[config.mk]
export PLATFORM = sky130hd
export DESIGN_NAME = alu_writeback
export DESIGN_NICKNAME = d
export VERILOG_FILES = /design/src/rtl/alu_writeback.sv
export SDC_FILE = /design/constraint.sdc
export NUM_CORES = 1
export LEC_CHECK = 0
export CAP_MARGIN = 20
export CELL_PAD_IN_SITES_DETAIL_PLACEMENT = 1
export CELL_PAD_IN_SITES_GLOBAL_PLACEMENT = 1
export CORE_UTILIZATION = 35
export DETAILED_ROUTE_END_ITERATION = 10
export HOLD_SLACK_MARGIN = 0.1
export PLACE_DENSITY_LB_ADDON = 0.1
export SLEW_MARGIN = 40
export SYNTH_ARGS = -nofsm -noshare
export SYNTH_HDL_FRONTEND = slang
export SYNTH_SLANG_ARGS = --single-unit
[constraint.sdc]
create_clock -name clk -period 2.7 [get_ports clk]
set_clock_uncertainty 0.05 [all_clocks]
set_input_delay 0.675 -clock clk [delete_from_list [all_inputs] [get_ports clk]]
set_output_delay 0.675 -clock clk [all_outputs]
set_load 0.03 [all_outputs]
[src/rtl/alu_writeback.sv]
// alu_writeback: buffers ALU results (data + destination register) in a small
// FIFO and drains them to the register-file write port over valid/ready.
// Also holds the architectural zero flag and answers a hazard/forwarding query
// so decode can pick up results that are still in flight.
module alu_writeback #(
  parameter int DATA_W = 8,
  parameter int RD_W   = 2,
  parameter int DEPTH  = 2
) (
  input  logic                     clk,
  input  logic                     rst_n,
  // ALU side
  input  logic                     in_valid,
  output logic                     in_ready,
  input  logic [DATA_W-1:0]        in_result,
  input  logic                     in_zero,
  input  logic [RD_W-1:0]          in_rd,
  input  logic                     in_wen,
  input  logic                     in_flag_en,
  // register-file write port
  output logic                     wb_valid,
  input  logic                     wb_ready,
  output logic [DATA_W-1:0]        wb_data,
  output logic [RD_W-1:0]          wb_rd,
  // status
  output logic                     zero_flag,
  output logic [$clog2(DEPTH):0]   count,
  // hazard / forwarding query
  input  logic [RD_W-1:0]          q_rd,
  output logic                     q_hit,
  output logic [DATA_W-1:0]        q_data
);

  localparam int PTR_W = $clog2(DEPTH);
  localparam int CNT_W = PTR_W + 1;

  typedef struct packed {
    logic [DATA_W-1:0] data;
    logic [RD_W-1:0]   rd;
  } entry_t;

  entry_t           mem [DEPTH];
  logic [PTR_W-1:0] head;
  logic [PTR_W-1:0] tail;

  logic accept;
  logic push;
  logic pop;

  // Handshake decode. in_ready looks only at the registered count, so there
  // is no combinational path from wb_ready back to the ALU.
  assign in_ready = (count != CNT_W'(DEPTH));
  assign wb_valid = (count != '0);
  assign accept   = in_valid & in_ready;
  assign push     = accept & in_wen;
  assign pop      = wb_valid & wb_ready;

  // Head entry is presented directly; outputs are forced to 0 when empty.
  assign wb_data = wb_valid ? mem[head].data : '0;
  assign wb_rd   = wb_valid ? mem[head].rd   : '0;

  // Pointers, occupancy and zero flag; pointers wrap naturally at DEPTH.
  // NOTE: sequential state uses non-blocking (<=) so every register samples
  // pre-edge values; blocking (=) here would create order-dependent races.
  always_ff @(posedge clk or negedge rst_n) begin
    if (!rst_n) begin
      head      <= '0;
      tail      <= '0;
      count     <= '0;
      zero_flag <= 1'b0;
    end else begin
      if (push) tail <= tail + 1'b1;
      if (pop)  head <= head + 1'b1;
      case ({push, pop})
        2'b10:   count <= count + 1'b1;
        2'b01:   count <= count - 1'b1;
        default: count <= count;
      endcase
      if (accept && in_flag_en) zero_flag <= in_zero;
    end
  end

  // Entry storage, written at the tail on every enqueue.
  // NOTE: the storage array has no reset on purpose; validity is carried by
  // count/head, and every read path is gated by it, so stale contents are
  // never observable and the array can map onto plain flops or LUT-RAM.
  always_ff @(posedge clk) begin
    if (push) mem[tail] <= '{data: in_result, rd: in_rd};
  end

  // Forwarding search: walk valid entries oldest to youngest so the last
  // match (closest to tail) wins. The entry being accepted this cycle is not
  // in mem yet, so it is naturally excluded; an entry popping this cycle is
  // still counted because count has not dropped yet.
  // NOTE: outputs get defaults before the loop so no path leaves them
  // unassigned; without the defaults this block would infer latches.
  always_comb begin
    q_hit  = 1'b0;
    q_data = '0;
    for (int k = 0; k < DEPTH; k++) begin
      if ((CNT_W'(k) < count) && (mem[head + PTR_W'(k)].rd == q_rd)) begin
        q_hit  = 1'b1;
        q_data = mem[head + PTR_W'(k)].data;
      end
    end
  end

endmodule

# After elaboration in Yosys (flattened, before gate mapping)
# Memory sizes are Yosys's and may differ from the RTL's.
# Index checks and enable logic that the tools add are counted.
# totals
out_inout_bits	24
mem_count	1
register_bits	5
in_bits	19
ram_bits	20
# classes
bitwise_logic	3
n_reduce_logical	5
n_eq_ne	5
muxes	9
add_sub_neg	4
n_lt_le_gt_ge	2
# mem_list
name	words	width	read_ports	rd_clocked_by_memory_dff	wr	line_no	source
mem	2	10	2	0	1	42	entry_t mem [DEPTH];
# op_table
operator	count
2-to-1 mux 8 bit	3
== test 2 bit	2
less-than comparator 1 x 2 -> 1 bit, first input constant	2
2-to-1 mux 1 bit	4
one-hot mux 2 bit (2 select lines)	1
nonzero test 2 bit	2
bitwise AND 1 bit	3
logical AND 1 bit	3
adder 1 bit, second input constant	2
adder 2 x 1 -> 2 bit, second input constant	1
== test 2 x 1 -> 1 bit, second input constant	1
== test 2 bit, second input constant	1
2-to-1 mux 2 bit	1
inequality test 2 bit, second input constant	1
subtractor 2 x 1 -> 2 bit, second input constant	1

# Logic depth before layout (Yosys ltp)
# Gate-level depths: netlist (run 1).
# logic_depth
ltp_word	5
depth_mapped	7

# Worst setup path before layout (run 1)
# Ideal clock, no wire load.
# synth_timing
path_kind	register to output
from	register head
to	output port q_data[0]
path_slack_ns	-0.141
required_time_ns	1.975
path_buffers	1
t_arrival_ns	2.116
path_stages_with_launch	6
path_cell_list	dfrtp_1 -> buf_6 -> mux2i_2 -> xnor2_1 -> a311o_2 -> o32ai_1
# synth_via
elab_chain_cells	5
# synth_rtl
element	line_no	source
from (decl)	43	logic [PTR_W-1:0] head;
from (signal assigned)	73	if (pop) head <= head + 1'b1;
adder 1 bit / memory read (2 x 10 bit) (equally long branches)	-	
memory read (2 x 10 bit) (*)	-	
== test 2 bit / logical AND 1 bit (equally long branches)	101	if ((CNT_W'(k) < count) && (mem[head + PTR_W'(k)].rd == q_rd)) begin
logical AND 1 bit / 2-to-1 mux 8 bit (equally long branches)	101	
2-to-1 mux 8 bit (*)	101	
to (decl)	31	output logic [DATA_W-1:0] q_data
# Every way passes the cells marked *; elsewhere a longest branch is shown, timed or not.

# Worst setup path after layout (run 1)
# layout_timing
from	register head
to	output port q_data[3]
# The elaborated chain is that of the path after synthesis.

==> results.md, run 1 <==
- Row generation in the floorplan step produced 21 rows.
- In the final layout, flip-flops and latches occupy 727 um^2.
- The part of the power in the clock network is 7.8%.
- The share of the Yosys chip area taken by registers is 56.6%.
- 43 I/O pins were placed.
- The wire-length estimate of the detail-placed layout is 2270 um.
- met2 is the most crowded layer.
- Clock latency on the worst-skew pair, taken at its later pin, is 310 ps.
- The area growth from synthesis to layout is 44.4%.
- Global routing consumed, on the met2 layer, 32.3% of the routing resources.
- After routing the design area is 0.00185 mm^2.
- The final-layout worst hold slack is 456 ps.
- Dividing the detail-routed via count by the number of cells gives 4.84.
- The number of antenna violations at the first check in global routing was 0.
- The flow ran to the end, but the final reports show violations.
- The analysis attributes to cell leakage a power of 0.764 nW.
- The gate count after technology mapping is 96.
- The internal power component is 1.14 mW.
- At the end of routability-driven placement, the weighted congestion stood at 0.680.
- The final number of max-transition violations was 0.
- Summed over all nets, the switching power comes to 990 uW.
- Per report_power, the sequential group accounts for 26.4% of the total.
- The endpoint identified for the worst register-to-register timing path is count[1]$_DFFE_PN0P_.
- Data on the critical path arrives at its endpoint at 2100 ps.
- The met3 global-route usage is 2.37%.
- The total routing resource utilization after global routing is 16.8%.
- The post-detailed-route DRC marker count is 0.
- Setup repair after global routing could not meet its margin everywhere.
- The root buffer cell is sky130_fd_sc_hd__clkbuf_4.
- The die extent in y is 62.5 um.
- The average footprint of a synthesized cell is 13.3 um^2.
- Synthesis produced a netlist with a net count of 119.
- The clock passes through at most 2 buffers.
- In this run, synthesis produced a sequential element count of 25.
- Buffers inserted to repair hold after CTS numbered 0.
- The count of antenna diodes in the layout is 0.
- The count of nets left with antenna violations once routing finished came out at 0.
- The first detailed-routing pass ran for 4 iterations.
- The power density relative to cell area is 1150 mW/mm^2.
- The net switching fraction of the power is 46.4%.
- The worst path setup slack after routing is -129 ps.
- The critical path is of the register to output pin type.
- The routed layout has 938 vias.
- The first global-routing pass estimated 5000 um of wire.
- The starting density of the core is 37.5%.
- The worst setup timing slack at the placement stage is -320 ps.
- The critical path ends at q_data[3].
- The worst path required time is 1980 ps.
- The clock tree from TritonCTS is yes.
- The setup check on the worst reg-to-reg path leaves a slack of 820 ps.
- The combinational power share is 65.8%.
- The count of flip-flops with a built-in enable after synthesis is 20.
- The most common library cell in the layout ignoring fill and taps is sky130_fd_sc_hd__buf_4.
- The worst flop-to-flop path startpoint is count[0]$_DFFE_PN0P_.
- The tightest slew margin relative to the limit is 77.9%.
- After the first detailed-routing iteration, the DRC count stood at 30.
- The number of cell instances on the worst register-to-register path is 7.
- The shortest period the worst path allows is 2830 ps.
- The core region is 0.00342 mm^2.
- After clock tree synthesis, the clock-pin slew on the worst setup and hold paths is 130 ps.
- The count of H-tree levels built during CTS is 1.
- For this run, the number of Yosys warnings is 0.
- Port buffering added 42 buffers.
- The type of origin of the critical path is a register.
- The number of global-route vias before repair was 1065.
- The critical path endpoint category is an output pin.
- The floorplan step defined a die boundary enclosing 0.00391 mm^2.
- In the layout the commonest cells are sky130_fd_sc_hd__buf_4 (28), sky130_fd_sc_hd__clkdlybuf4s50_1 (20), sky130_fd_sc_hd__edfxtp_1 (20).
- The fraction of met1 tracks used by global routing is 18.7%.
- The number of buffers inserted during clock tree synthesis is 3.
- The post-route fraction of the period consumed by the critical path is 105%.
- The largest net degree at the start of global routing is 14.
- The number of violations of the max-capacitance limit is 0.
- After detailed routing, the average wire length per cell comes to 15.4 um.
- The fill cell total of the finished layout is 368.
- In this run the cell area of the synthesized design comes to 0.00128 mm^2.
- The post-synthesis cell type count is 22.
- The post-route netlist has 30.4% of its cells at a drive strength greater than 1.
- In this run the worst setup path begins at head$_DFFE_PN0N_.
- The worst hold path begins at tail$_DFFE_PN0N_.
- The placement-stage cell area is 0.00174 mm^2.
- The remaining global-route overflow is 0.
- The hold path depth is 1.
- At the pin with the least slew margin, the transition time is 330 ps.
- In the synthesized netlist the dominant register cell turns out to be sky130_fd_sc_hd__edfxtp_1.
- The final reports fail on negative setup slack.
- The maximum fanout count along the critical path is 8.
- The setup-violating endpoint count in the final report is 8.
- The post-synthesis async set-or-reset flop share is 20.0%.
- The total count of hold-check failures in the final report is 0.
- Summing all multi-input logic gate instances after layout gives 576 um^2.
- The final net count is 172.
- The number of sinks on the clock net is 25.
- IR analysis of the VDD net gives a maximum drop of 0.000549 V.
- For this run, the top clock speed supported by timing is 0.353 GHz.
- Measured along the x axis, the die boundary spans 62.5 um.
- The min-delay analysis places its worst path in the category register to register.
- The routed design has 2990 um of wire.
[metal layers]
metal	up-vias	wire, um
met2	22	1670
met1	452	1190
met4	0	19
met3	2	113
met5	-	0
li1	462	-
[cell families (layout without fill, tap and decap cells)]
kind of cell	Yosys count	after routing	synth area share, %
AOI/OAI and AO/OA	11	11	7.91
xor gates and xnor gates	8	8	5.47
adders and majority gates	4	4	3.91
DFF	25	25	56.6
muxes	21	21	16.8
and+or+nand+nor	19	19	6.25
buffers and inverters	8	60	3.03
[how the worst min path moves through the flow]
stage / endpoint / slack [ps]
detailed placement: tail$_DFFE_PN0N_ / 430
CTS: tail$_DFFE_PN0N_ / 450
finish: tail$_DFFE_PN0N_ / 460
global placement: tail$_DFFE_PN0N_ / 430
global route: tail$_DFFE_PN0N_ / 480
floorplan: count[0]$_DFFE_PN0P_ / 330
[repair_timing]
item                                    CTS  global route
gates cloned                              0             0
endpoints found under the setup margin   11            10
buffers inserted                          2             1
gates resized for setup                  12             2
pin swaps                                 6             5
[flip-flops by register name, summed over array words and instances, names as in the netlist]
name and flops:
count 2, head 1, tail 1, mem 20, zero_flag 1
[synth_stat cells (2+ instances only)]
library cell               count  share of area, %
sky130_fd_sc_hd__edfxtp_1     20                47
sky130_fd_sc_hd__mux2i_1      19                15
sky130_fd_sc_hd__nor2_1       12               3.5
sky130_fd_sc_hd__o32ai_1       7               4.8
sky130_fd_sc_hd__dfrtp_1       5               9.8
sky130_fd_sc_hd__xnor2_1       5               3.4
sky130_fd_sc_hd__ha_1          4               3.9
sky130_fd_sc_hd__inv_1         4               1.2
sky130_fd_sc_hd__nand2_1       3              0.88
sky130_fd_sc_hd__xor2_1        3               2.1
sky130_fd_sc_hd__clkbuf_1      2              0.59
sky130_fd_sc_hd__nor2b_1       2              0.98
[final cells by class]
| class | count | share of cell area (%) |
|---|---|---|
| clock buffers | 4 | 1.42 |
| inverters | 4 | 0.811 |
| multi-input cells | 63 | 31.1 |
| flip-flops and latches | 25 | 39.3 |
| well taps | 46 | 3.11 |
| repair buffers | 52 | 24.3 |
[through the flow]
| step | instances | utilization, % | total power [mW] | TNS, ps |
|---|---|---|---|---|
| floorplan | 96 | - | 1.42 | -988 |
| global placement | 187 | 51.0 | 1.85 | -2270 |
| detailed placement | 187 | 51.0 | 1.90 | -2430 |
| CTS | 193 | 53.8 | 2.15 | -1320 |
| global route | 194 | 54.2 | 2.27 | -2060 |
| finish | 194 | 54.2 | 2.13 | -993 |
[worst max-delay path: stages, from the launching register on]
cell and delay [ps]:
sky130_fd_sc_hd__dfrtp_2 480, sky130_fd_sc_hd__mux2i_2 270, sky130_fd_sc_hd__xnor2_1 110, sky130_fd_sc_hd__a311o_2 490, sky130_fd_sc_hd__o32ai_2 230, sky130_fd_sc_hd__buf_4 200
[power by group through the flow]
stage | sequential, mW | combinational, mW | clock [mW]
6_report | 0.564 | 1.40 | 0.165
5_1_grt | 0.575 | 1.50 | 0.189
4_1_cts | 0.564 | 1.41 | 0.171
3_5_place_dp | 0.573 | 1.33 | 0
3_3_place_gp | 0.566 | 1.29 | 0
2_1_floorplan | 0.592 | 0.827 | 0
Note: power is estimated with default switching activity, not from simulation.
==> run 2, diff against run 1 <==
--- a/config.mk
+++ b/config.mk
@@ -12,6 +12,7 @@
 export DETAILED_ROUTE_END_ITERATION = 10
 export HOLD_SLACK_MARGIN = 0.1
 export PLACE_DENSITY_LB_ADDON = 0.1
+export REMOVE_ABC_BUFFERS = 1
 export SLEW_MARGIN = 40
 export SYNTH_ARGS = -nofsm -noshare
 export SYNTH_HDL_FRONTEND = slang
==> constraint.sdc (replaced) <==
create_clock -name clk -period 3.2 [get_ports clk]
set_clock_uncertainty 0.05 [all_clocks]
set_input_delay 0.8 -clock clk [delete_from_list [all_inputs] [get_ports clk]]
set_output_delay 0.8 -clock clk [all_outputs]
set_load 0.03 [all_outputs]
==> run 2 against run 1 <==
  * The run now ends clean
  * Total power fell by 18%
  * Core utilization fell by 1.2 points
  * Critical path depth did not move
  * Sequential power fell by 16%
  * Global-route usage fell by 2.0 points
  * First-iteration DRC count fell by 57%
  * Combinational power fell by 19%
  * Register-to-register slack improved by 540 ps
  * Largest power group unchanged
  * Design area fell by 2.3%
  * Flip-flop and latch count did not move
  * Via count fell by 1.2%
==> results.md, run 2 (synthesis gave the netlist of run 1 again) <==
- The worst setup timing slack at the placement stage came to -153 ps (was -320 ps).
- The worst vdd rail ir drop came to 0.000443 V (was 0.000549 V).
- The first-pass GRT wire length was 4590 um (was 5000 um).
- The clock tree from TritonCTS was yes (unchanged).
- The flip-flop count of the largest register, all copies and words added is 20 (unchanged).
- The number of buffers between clock root and the deepest sink was 2 (unchanged).
- The most common library cell in the layout ignoring fill and taps is sky130_fd_sc_hd__clkdlybuf4s50_1 (was sky130_fd_sc_hd__buf_4).
- The die extent in y came to 62.5 um (unchanged).
- The setup-violating endpoint count in the final report is 0 (was 8).
- The routed wire length per instance is 14.7 um (was 15.4 um).
- The arrival time at the worst endpoint is 2230 ps (was 2100 ps).
- The classification of the worst setup path was primary input to output pin (was register to output pin).
- The via density per instance is 4.90 (was 4.84).
- The number of buffers inserted during clock tree synthesis is 3 (unchanged).
- The number of global-route vias before repair is 999 (was 1065).
- The placement-stage cell area is 0.00174 mm^2 (about the same).
- The total count of hold-check failures in the final report is 0 (unchanged).
- The critical path endpoint category is an output pin (unchanged).
- The wire length reported by the detailed router is 2770 um (was 2990 um).
- The number of antenna violations at the first check in global routing came to 0 (unchanged).
- The post-detailed-route DRC marker count is 0 (unchanged).
- The number of core rows is 21 (unchanged).
- The type of origin of the critical path is a primary input (was register).
- The count of H-tree levels built during CTS is 1 (unchanged).
- The largest incremental delay on the critical path was 490 ps (about the same).
- The final net count is 167 (was 172).
- For the finished layout, the period the worst path requires is 3080 ps.
- The routability congestion estimate is 0.663 (was 0.680).
- Biggest registers after layout: mem x20, count x2 (unchanged).
- The worst-path cell with the longest stage delay is sky130_fd_sc_hd__a311o_2 (unchanged).
- The top register by number of flip-flops was mem (unchanged).
- RSZ-0062 raised after global routing: no (was yes).
- The clock latency reported for the late side of the worst-skew pair came to 310 ps (about the same).
- The root buffer cell is sky130_fd_sc_hd__clkbuf_4 (unchanged).
- The total routing resource utilization after global routing was 14.8% (was 16.8%).
- The total iterations of the first detailed-routing run came to 4 (unchanged).
- The tightest slew margin relative to the limit is 64.6% (was 77.9%).
- The final number of max-transition violations is 0 (unchanged).
- The count of input and output buffers came to 42 (unchanged).
- The area growth from synthesis to layout is 41.1% (was 44.4%).
- The number of sinks on the clock net came to 25 (unchanged).
- The final instance area came to 0.00181 mm^2 (was 0.00185 mm^2).
- After layout, the worst path uses 96.4% of the clock period.
- The chip width is 62.5 um (unchanged).
- The register clock-pin slew on the reported worst setup and hold paths is 130 ps (about the same).
- The slew at the pin closest to its max-slew limit is 531 ps (was 330 ps).
- The starting density of the core was 37.5% (unchanged).
- The number of placed I/O pins is 43 (unchanged).
- The total power consumption of the routed design was 1.75 mW (was 2.13 mW).
- The placeable core region came to 0.00342 mm^2 (unchanged).
- The post-route antenna net violation count is 0 (unchanged).
- The launching instance or port of the critical path is q_rd[0] (was head$_DFFE_PN0N_).
- The placed wire-length estimate is 2090 um (was 2270 um).
- The hold buffer count at CTS is 0 (unchanged).
- The fraction of layout cells with a size suffix above 1 is 18.9% (was 30.4%).
- Timing would allow up to 0.324 GHz.
- The largest net degree at the start of global routing came to 22 (was 14).
- The leakage power came to 0.713 nW (was 0.764 nW).
- The class of the most critical hold timing path is register to register (unchanged).
- The total die area came to 0.00391 mm^2 (unchanged).
- The count of antenna diodes in the layout is 0 (unchanged).
- The worst flop-to-flop path startpoint is count[0]$_DFFE_PN0P_ (unchanged).
- The violation count after the first detailed-route iteration was 13 (was 30).
- Most frequent cells in the layout: sky130_fd_sc_hd__clkdlybuf4s50_1 (31), sky130_fd_sc_hd__edfxtp_1 (20), sky130_fd_sc_hd__mux2i_1 (19) (was sky130_fd_sc_hd__buf_4 (28), sky130_fd_sc_hd__clkdlybuf4s50_1 (20), sky130_fd_sc_hd__edfxtp_1 (20)).
- The power density relative to cell area came to 970 mW/mm^2 (was 1150 mW/mm^2).
- The maximum fanout count along the critical path came to 8 (unchanged).
- The worst path required time is 2350 ps (was 1980 ps).
- Chain of cells forming the critical path: dlygate4sd2_1 -> xor2_1 -> a311o_2 -> o32ai_2 -> buf_4 (was mux2i_2 -> xnor2_1 -> a311o_2 -> o32ai_2 -> buf_4).
- Result of the run: completed (was finished with violations).
- The origin of the worst min-delay path is zero_flag$_DFFE_PN0P_ (was tail$_DFFE_PN0N_).
- The total number of vias was 927 (was 938).
- The remaining global-route overflow came to 0 (unchanged).
- The number of violations of the max-capacitance limit is 0 (unchanged).
- The worst path setup slack after routing is 116 ps (was -129 ps).
- The setup slack of the most critical reg-to-reg path is 1360 ps (was 820 ps).
run 2: changes by cell type in the layout (fill, tap and decap cells not counted), sizes merged:
cell	change
clkdlybuf4s50	+11
buf	-14
dlymetal6s2s	-1
dlygate4sd2	-1
run 2: report_power, final:
group / total [mW] / switching (mW) / internal [mW]
sequential: 0.476 / 0.0544 / 0.422
combinational: 1.14 / 0.659 / 0.482
clock: 0.137 / 0.0884 / 0.0486
run 2: cell type report:
cell class | instances | area, um^2
fill | 353 | 1610
inverter | 4 | 15.0
timing repair buffer | 47 | 433
tap | 46 | 57.6
multi-input combinational | 63 | 549
sequential | 25 | 727
clock buffer | 4 | 26.3
run 2: final timing paths:
| path | endpoint | depth (start not counted) |
|---|---|---|
| setup reg to reg | mem[1][6]$_DFFE_PP_ | 4 |
| hold / removal | zero_flag$_DFFE_PN0P_ | 1 |
| hold reg to reg | zero_flag$_DFFE_PN0P_ | 1 |
| min in group asynchronous | zero_flag$_DFFE_PN0P_ | 1 |
| setup / recovery | q_data[0] | 5 |
| max in group asynchronous | head$_DFFE_PN0N_ | 1 |
run 2: what timing repair did:
action                                  4_1_cts  5_1_grt
gates resized for setup                       8        0
setup buffers                                 0        2
pin swaps                                     2        0
endpoints found under the setup margin        8        2
run 2: through the flow:
step / setup TNS, ps / instances / util [%] / hold slack (ps)
after floorplan: -1410 / 92 / - / 411
after global placement: -412 / 183 / 50.8 / 428
after detailed placement: -609 / 183 / 50.8 / 455
after CTS: 0 / 187 / 52.5 / 484
after global routing: 0 / 189 / 52.9 / 499
final: 0 / 189 / 52.9 / 481
run 2: critical path, delay by kind of cell:
| family | cells | cell delay [ps] |
|---|---|---|
| AOI/OAI and AO/OA | 2 | 780 |
| buffers and inverters | 2 | 460 |
| xor gates and xnor gates | 1 | 180 |
run 2: per-layer routing:
metal | vias up | global-route usage [%] | wire (um)
li1 | 451 | - | -
met1 | 449 | 17.9 | 1130
met2 | 25 | 26.2 | 1490
met3 | 2 | 2.37 | 144
met4 | 0 | 5.23 | 13
met5 | - | 0 | 0
==> run 3, diff against run 2 <==
--- a/config.mk
+++ b/config.mk
@@ -5,6 +5,7 @@
 export SDC_FILE = /design/constraint.sdc
 export NUM_CORES = 1
 export LEC_CHECK = 0
+export ABC_CLOCK_PERIOD_IN_PS = 3200
 export CAP_MARGIN = 20
 export CELL_PAD_IN_SITES_DETAIL_PLACEMENT = 1
 export CELL_PAD_IN_SITES_GLOBAL_PLACEMENT = 1
==> results of run 3 <==
Same layout as run 2: the final DEF is identical, and so are final timing and power.
